--- src/rtl/mcu_alu_core_if.sv ---
// ============================================================================
//  mcu_alu_core_if : operand/result bundle between the datapath and the ALU
//  Revision: 1.0
// ============================================================================
`default_nettype none

interface mcu_alu_core_if #(
   parameter int WIDTH = 8
);
   logic [WIDTH-1:0] Operand1;
   logic [WIDTH-1:0] Operand2;
   logic [3:0]       Mode;
   logic             E;
   logic [WIDTH-1:0] Out;
   logic [3:0]       CFlags;
   logic             Flags;

   modport master (
      output Operand1, Operand2, Mode, E,
      input  Out, CFlags, Flags
   );

   modport slave (
      input  Operand1, Operand2, Mode, E,
      output Out, CFlags, Flags
   );
endinterface

`default_nettype wire

--- src/rtl/mcu_alu_core.sv ---
// ============================================================================
//  mcu_alu_core : registered 16-op ALU with {Z,C,S,O} condition flags
//  Revision: 1.0
// ============================================================================
`default_nettype none

module mcu_alu_core #(
   parameter int WIDTH = 8
) (
   input wire            clk,
   input wire            rst_n,
   mcu_alu_core_if.slave bus
);
   localparam logic [3:0] C_ADD  = 4'b0000;
   localparam logic [3:0] C_SUB  = 4'b0001;
   localparam logic [3:0] C_MOVA = 4'b0010;
   localparam logic [3:0] C_MOVB = 4'b0011;
   localparam logic [3:0] C_AND  = 4'b0100;
   localparam logic [3:0] C_OR   = 4'b0101;
   localparam logic [3:0] C_XOR  = 4'b0110;
   localparam logic [3:0] C_RSUB = 4'b0111;
   localparam logic [3:0] C_INC  = 4'b1000;
   localparam logic [3:0] C_DEC  = 4'b1001;
   localparam logic [3:0] C_ROL  = 4'b1010;
   localparam logic [3:0] C_ROR  = 4'b1011;
   localparam logic [3:0] C_SHL  = 4'b1100;
   localparam logic [3:0] C_SHR  = 4'b1101;
   localparam logic [3:0] C_NOT  = 4'b1110;
   localparam logic [3:0] C_NEG  = 4'b1111;
   localparam int         C_MSB  = WIDTH - 1;

   logic [WIDTH-1:0] w_a;
   logic [WIDTH-1:0] w_b;
   logic [2:0]       w_n;
   logic [WIDTH:0]   w_ext;
   logic [WIDTH-1:0] w_res;
   logic             w_c;
   logic             w_o;

   logic [WIDTH-1:0] r_out;
   logic [3:0]       r_cflags;
   logic             r_flags;

   assign w_a = bus.Operand1;
   assign w_b = bus.Operand2;
   assign w_n = bus.Operand2[2:0];

   // Arithmetic ops run one bit wider so the top bit of w_ext is carry/borrow.
   always_comb begin
      w_ext = '0;
      w_res = '0;
      w_c   = 1'b0;
      w_o   = 1'b0;
      case (bus.Mode)
         C_ADD: begin
            w_ext = {1'b0, w_a} + {1'b0, w_b};
            w_res = w_ext[C_MSB:0];
            w_c   = w_ext[WIDTH];
            w_o   = (w_a[C_MSB] == w_b[C_MSB]) && (w_res[C_MSB] != w_a[C_MSB]);
         end
         C_SUB: begin
            w_ext = {1'b0, w_a} - {1'b0, w_b};
            w_res = w_ext[C_MSB:0];
            w_c   = w_ext[WIDTH];
            w_o   = (w_a[C_MSB] != w_b[C_MSB]) && (w_res[C_MSB] != w_a[C_MSB]);
         end
         C_RSUB: begin
            w_ext = {1'b0, w_b} - {1'b0, w_a};
            w_res = w_ext[C_MSB:0];
            w_c   = w_ext[WIDTH];
            w_o   = (w_a[C_MSB] != w_b[C_MSB]) && (w_res[C_MSB] != w_b[C_MSB]);
         end
         C_INC: begin
            w_ext = {1'b0, w_a} + {{WIDTH{1'b0}}, 1'b1};
            w_res = w_ext[C_MSB:0];
            w_c   = w_ext[WIDTH];
            w_o   = !w_a[C_MSB] && w_res[C_MSB];
         end
         C_DEC: begin
            w_ext = {1'b0, w_a} - {{WIDTH{1'b0}}, 1'b1};
            w_res = w_ext[C_MSB:0];
            w_c   = w_ext[WIDTH];
            w_o   = w_a[C_MSB] && !w_res[C_MSB];
         end
         C_NEG: begin
            w_ext = {(WIDTH+1){1'b0}} - {1'b0, w_a};
            w_res = w_ext[C_MSB:0];
            w_c   = w_ext[WIDTH];
            w_o   = w_a[C_MSB] && w_res[C_MSB];
         end
         C_MOVA: w_res = w_a;
         C_MOVB: w_res = w_b;
         C_AND:  w_res = w_a & w_b;
         C_OR:   w_res = w_a | w_b;
         C_XOR:  w_res = w_a ^ w_b;
         // A shift by WIDTH yields zero, so n=0 leaves A unchanged.
         C_ROL:  w_res = (w_a << w_n) | (w_a >> (WIDTH - int'(w_n)));
         C_ROR:  w_res = (w_a >> w_n) | (w_a << (WIDTH - int'(w_n)));
         C_SHL:  w_res = w_a << w_n;
         C_SHR:  w_res = w_a >> w_n;
         C_NOT:  w_res = ~w_a;
         default: w_res = '0;
      endcase
   end

   always_ff @(posedge clk) begin
      if (!rst_n) begin
         r_out    <= '0;
         r_cflags <= 4'b0000;
         r_flags  <= 1'b0;
      end else begin
         r_flags <= bus.E;
         if (bus.E) begin
            r_out    <= w_res;
            r_cflags <= {(w_res == '0), w_c, w_res[C_MSB], w_o};
         end
      end
   end

   assign bus.Out    = r_out;
   assign bus.CFlags = r_cflags;
   assign bus.Flags  = r_flags;
endmodule

`default_nettype wire

--- src/flat_wrapper.sv ---
// flat-port wrapper written by rule: the top's interface ports become plain ports
module mcu_alu_core_flat 
#(
   parameter int WIDTH = 8
)
  (clk, rst_n, bus_Operand1, bus_Operand2, bus_Mode, bus_E, bus_Out, bus_CFlags, bus_Flags);
  mcu_alu_core_if #(.WIDTH(WIDTH)) bus_i ();
  input wire clk;
  input wire rst_n;
  input wire logic [$bits(bus_i.Operand1)-1:0] bus_Operand1;
  input wire logic [$bits(bus_i.Operand2)-1:0] bus_Operand2;
  input wire logic [$bits(bus_i.Mode)-1:0] bus_Mode;
  input wire logic [$bits(bus_i.E)-1:0] bus_E;
  output wire logic [$bits(bus_i.Out)-1:0] bus_Out;
  output wire logic [$bits(bus_i.CFlags)-1:0] bus_CFlags;
  output wire logic [$bits(bus_i.Flags)-1:0] bus_Flags;
  assign bus_i.Operand1 = bus_Operand1;
  assign bus_i.Operand2 = bus_Operand2;
  assign bus_i.Mode = bus_Mode;
  assign bus_i.E = bus_E;
  assign bus_Out = bus_i.Out;
  assign bus_CFlags = bus_i.CFlags;
  assign bus_Flags = bus_i.Flags;
  mcu_alu_core #(.WIDTH(WIDTH)) u_core (.clk(clk), .rst_n(rst_n), .bus(bus_i));
endmodule
--- config.mk ---
export PLATFORM = sky130hd
export DESIGN_NAME = mcu_alu_core_flat
export DESIGN_NICKNAME = d
export VERILOG_FILES = /design/src/rtl/mcu_alu_core_if.sv /design/src/rtl/mcu_alu_core.sv /design/src/flat_wrapper.sv
export SDC_FILE = /design/constraint.sdc
export NUM_CORES = 1
export LEC_CHECK = 0
export ABC_AREA = 1
export BUFFER_PORTS_ARGS = -buffer_cell sky130_fd_sc_hd__clkbuf_2
export CAP_MARGIN = 15
export CORE_ASPECT_RATIO = 2
export CORE_MARGIN = 2
export CORE_UTILIZATION = 60
export DETAILED_ROUTE_END_ITERATION = 8
export GPL_ROUTABILITY_DRIVEN = 0
export PLACE_DENSITY_LB_ADDON = 0.2
export SLEW_MARGIN = 20
export SYNTH_ARGS = -nofsm -noshare
export SYNTH_HDL_FRONTEND = slang
export SYNTH_SLANG_ARGS = --single-unit
--- constraint.sdc ---
create_clock -name clk -period 4.26 [get_ports clk]
set_clock_uncertainty 0.05 [all_clocks]
set_input_delay 1.065 -clock clk [delete_from_list [all_inputs] [get_ports clk]]
set_output_delay 1.065 -clock clk [all_outputs]
set_load 0.03 [all_outputs]
==> results.yml, run 1 <==
placement:
  port_buffers: 35
  dpl.hpwl_um: 12100
  place_ws_ns: 0.402
yosys:
  synth_cell_types: 38
  yosysSeqAreaShare: 0.0617
  synth.avg_cell_area_um2: 5.18
  synth_nets: 815
  synth_top_area_frac: 0.262
  ys_ff_latch: 12
  yosys-top-cells-area: "nand2_1 26%, nand3_1 14%, ha_1 12%"
  post-synth-top-area-cell: "nand2_1"
  syn_inst: 751
  ys_async_sr_fraction: 0
  ys_warn_count: 0
  synth.cell_area_um2: 3890
  synth-edff-count: 0
  synth_ff_type: "dfxtp_1"
floorplanning:
  fp-row-count: 41
  dieWidth_um: 60.9
  die_h_um: 118
  initial_utilization: 0.617
  ioPinCount: 36
grt:
  grt.total_usage: 0.491
  grt_pass1_wl_um: 26900
  grt_max_degree: 27
  grt_overflow: 1
  grt_pass1_vias: 5499
clocking:
  cts_max_path_buffers: 2
  cts_root_buf: "clkbuf_16"
  cts_buffers: 3
  cts_hold_buffers: 0
  cts_htree_levels: 1
  cts_setup_buffers: 0
  cts.sinks: 12
  cts_resized: 0
run_status:
  error_line: "[ERROR GRT-0116] Global routing finished with congestion. Check the congestion regions in the DRC Viewer."
  status: "stopped before the end"
  lastStage: "global routing (5_1_grt)"
## stage by stage
step	area (µm²)	hold slack (ns)	cells
after floorplan	3890	0.540	751
after CTS	4120	0.425	855
after detailed placement	4050	0.419	852
after global placement	4050	0.404	852
## Yosys cell counts (all sizes together), types with 2 or more instances
master	n
a21oi	29
buf	20
clkbuf	2
dfxtp	12
fa	3
ha	38
inv	75
nand2	280
nand3	113
nand3b	4
nand4	19
nor2	89
nor3	6
o211ai	5
o21ai	37
o22ai	3
or2	2
xor2	4
## metal layers
layer  GRT overflow  GRT usage
met5              0     0.0420
met4              1      0.442
met3              0      0.235
met2              0      0.710
met1              0      0.488
## kinds of logic after synthesis
family,after synthesis,share of synthesized area
AOI/OAI and AO/OA,80,0.112
xor gates and xnor gates,5,0.0113
adders and majority gates,41,0.138
buffers and inverters,98,0.110
DFF,12,0.0617
and+or+nand+nor,515,0.567
==> run 2, diff against run 1 <==
CORE_ASPECT_RATIO = unset   (was 2)
CORE_UTILIZATION = 40   (was 60)
PLACE_DENSITY_LB_ADDON = 0.15   (was 0.2)
==> results.yml, run 2 <==
critical_path:
  critPathRequiredTime_ns: 4.37
  crit_fanout: 26
  path_class: "in2reg"
  reg2reg_slack_ns: 3.52
  endpoint_kind: "register"
  reg2regPathDepth: 2
  cp.arrival_ns: 3.68
  worstReg2RegEnd: "u_core.bus.Out[1]"
  r2r-start: "u_core.bus.Out[1]"
  cp-start-kind: "input port"
clocking:
  cts_buffers: 3
  cts_hold_buffers: 0
  cts_max_path_buffers: 2
  cts_tree: "done"
  cts_resized: 0
  cts.sinks: 12
  cts_htree_levels: 1
  cts_root_buf: "clkbuf_8"
  path_clk_slew_ns: 0.05
  clock_latency_ns: 0.23
  cts_setup_buffers: 0
sta:
  setup_tns_ns: 0
  relSlewSlack: 0.477
  tightestPinTransition_ns: 0.781
  setup_violations: 0
  period_minus_slack_ns: 3.57
  slew_viol_final: 0
  whs_ns: 0.414
  fmax_mhz: 280
  finalHoldViolCount: 0
  period_share: 0.837
  rsz0062_at_grt: "false"
grt:
  grt.total_usage: 0.300
  grt_max_degree: 27
  antenna_found_initial: 0
  grt_pass1_vias: 4738
  grt_overflow: 0
  grt_pass1_wl_um: 24800
placement:
  dpl.hpwl_um: 12200
  port_buffers: 35
  place_area_um2: 4100
floorplanning:
  initial_utilization: 0.417
  fp-row-count: 35
  dieWidth_um: 103
  core_um2: 9330
  die_h_um: 103
  ioPinCount: 36
  die_area_um2: 10500
yosys:
  synthTopCellsByCount: "272 x nand2_1, 112 x nand3_1, 83 x nor2_1"
  synth_cell_types: 38
  syn_inst: 751
  synth_nets: 815
  yosysSeqAreaShare: 0.0617
  ys_warn_count: 0
  synth.avg_cell_area_um2: 5.18
  ys_ff_latch: 12
  ys_async_sr_fraction: 0
  synth_ff_type: "dfxtp_1"
  synth_top_area_frac: 0.262
  yosys-top-cells-area: "nand2_1 26%, nand3_1 14%, ha_1 12%"
  synth.cell_area_um2: 3890
  yosysMostFrequentCell: "nand2_1"
  synth-edff-count: 0
  post-synth-top-area-cell: "nand2_1"
power:
  ir_worst_vdd_mv: 0.0986
  p_leak_nw: 2.27
  p_seq_frac: 0.184
  power.switching_mw: 0.368
  p_comb_frac: 0.672
  p_int_mw: 0.314
  power.total_mw: 0.682
  swShare: 0.539
  clock_power_share: 0.144
  power_density_nw_per_um2: 165
drt:
  drt_wl_total_um: 15400
  drt_first_pass_iters: 6
  ant_nets: 0
  vias: 5241
  drt_iter0_markers: 633
  via_per_inst: 5.84
  drcViolationCount: 0
  routedWlPerCell_um: 17.2
finish:
  layout-drive-gt1-share: 0.0845
  fin_util: 0.444
  area_growth_pct: 6.40
  regArea_um2: 240
  postLayoutCellArea_um2: 4140
  insertedDiodeCount: 0
  nets: 835
  fillCellCount: 1072
  final_cell_mix: "272 x nand2_1, 112 x nand3_1, 83 x nor2_1, 67 x inv_1, 38 x ha_1"
  largest_reg_flops: 7
  final_common_cell: "nand2_1"
  multi_input_area_um2: 3220
worst_hold_path:
  holdPathStages: 2
  min-delay-start: "u_core.bus.CFlags[0]"
  hold_path_end: "u_core.bus.CFlags[0]"
  hp-class: "reg2reg"
flow_run:
  timing.max_cap.violations: 0
run_status:
  status: "completed"
## run 2: cell counts after synthesis
No cell type changed its count.
## run 2: worst max path at each step
stage	startpoint	endpoint	slack [ns]	cells after the start
4_1_cts	bus_Operand2[2]	u_core.bus.CFlags[3]	0.78	16
3_5_place_dp	bus_Operand2[2]	u_core.bus.CFlags[3]	0.54	16
5_1_grt	bus_Operand2[2]	u_core.bus.CFlags[3]	0.40	17
2_1_floorplan	bus_Operand2[2]	u_core.bus.CFlags[3]	1.26	19
6_report	bus_Operand2[2]	u_core.bus.CFlags[3]	0.69	16
3_3_place_gp	bus_Operand2[2]	u_core.bus.CFlags[3]	0.58	16
## run 2: final cells by class
| type | instances | area share |
|---|---|---|
| well taps | 129 | 0.0390 |
| clock buffers | 3 | 0.00997 |
| flip-flops and latches | 12 | 0.0580 |
| multi-input cells | 641 | 0.778 |
| repair buffers | 37 | 0.0459 |
| inverters | 76 | 0.0689 |
## run 2: logic make-up (layout without fill, tap and decap cells)
logic type | Yosys count | in the layout | synth area share
simple gates | 515 | 515 | 0.567
buf+inv | 98 | 116 | 0.110
compound gates | 80 | 80 | 0.112
fa+ha+maj | 41 | 41 | 0.138
flops | 12 | 12 | 0.0617
xor+xnor | 5 | 5 | 0.0113
## run 2: worst max-delay path: stages
cell	delay, ns
clkbuf_2	0.32
inv_2	0.29
ha_1	0.52
nor2_1	0.24
nand2_1	0.10
nand2_1	0.14
nand2_1	0.06
nand3_1	0.11
nand2_1	0.07
nor2_1	0.10
nand3_1	0.11
nand2_1	0.15
nand3_1	0.09
nor2_1	0.12
nand3_1	0.08
a21oi_1	0.12
## run 2: power by group through the flow
stage	sequential, mW	combinational (mW)	clock [mW]
floorplan	0.143	0.303	0
CTS	0.125	0.443	0.101
finish	0.125	0.458	0.0985
detailed placement	0.127	0.441	0
global route	0.126	0.508	0.108
global placement	0.127	0.441	0
## run 2: routing by layer
layer,global-route usage,part of all wire
met2,0.453,0.42
met5,0,0
met4,0.168,0.063
met3,0.0536,0.11
met1,0.402,0.40
## run 2: per-stage QoR
stage	instances	setup WS, ns
2_1_floorplan	751	1.26
3_3_place_gp	895	0.579
3_5_place_dp	895	0.542
4_1_cts	898	0.780
5_1_grt	898	0.400
6_report	898	0.694
(Power assumes the default switching activity.)
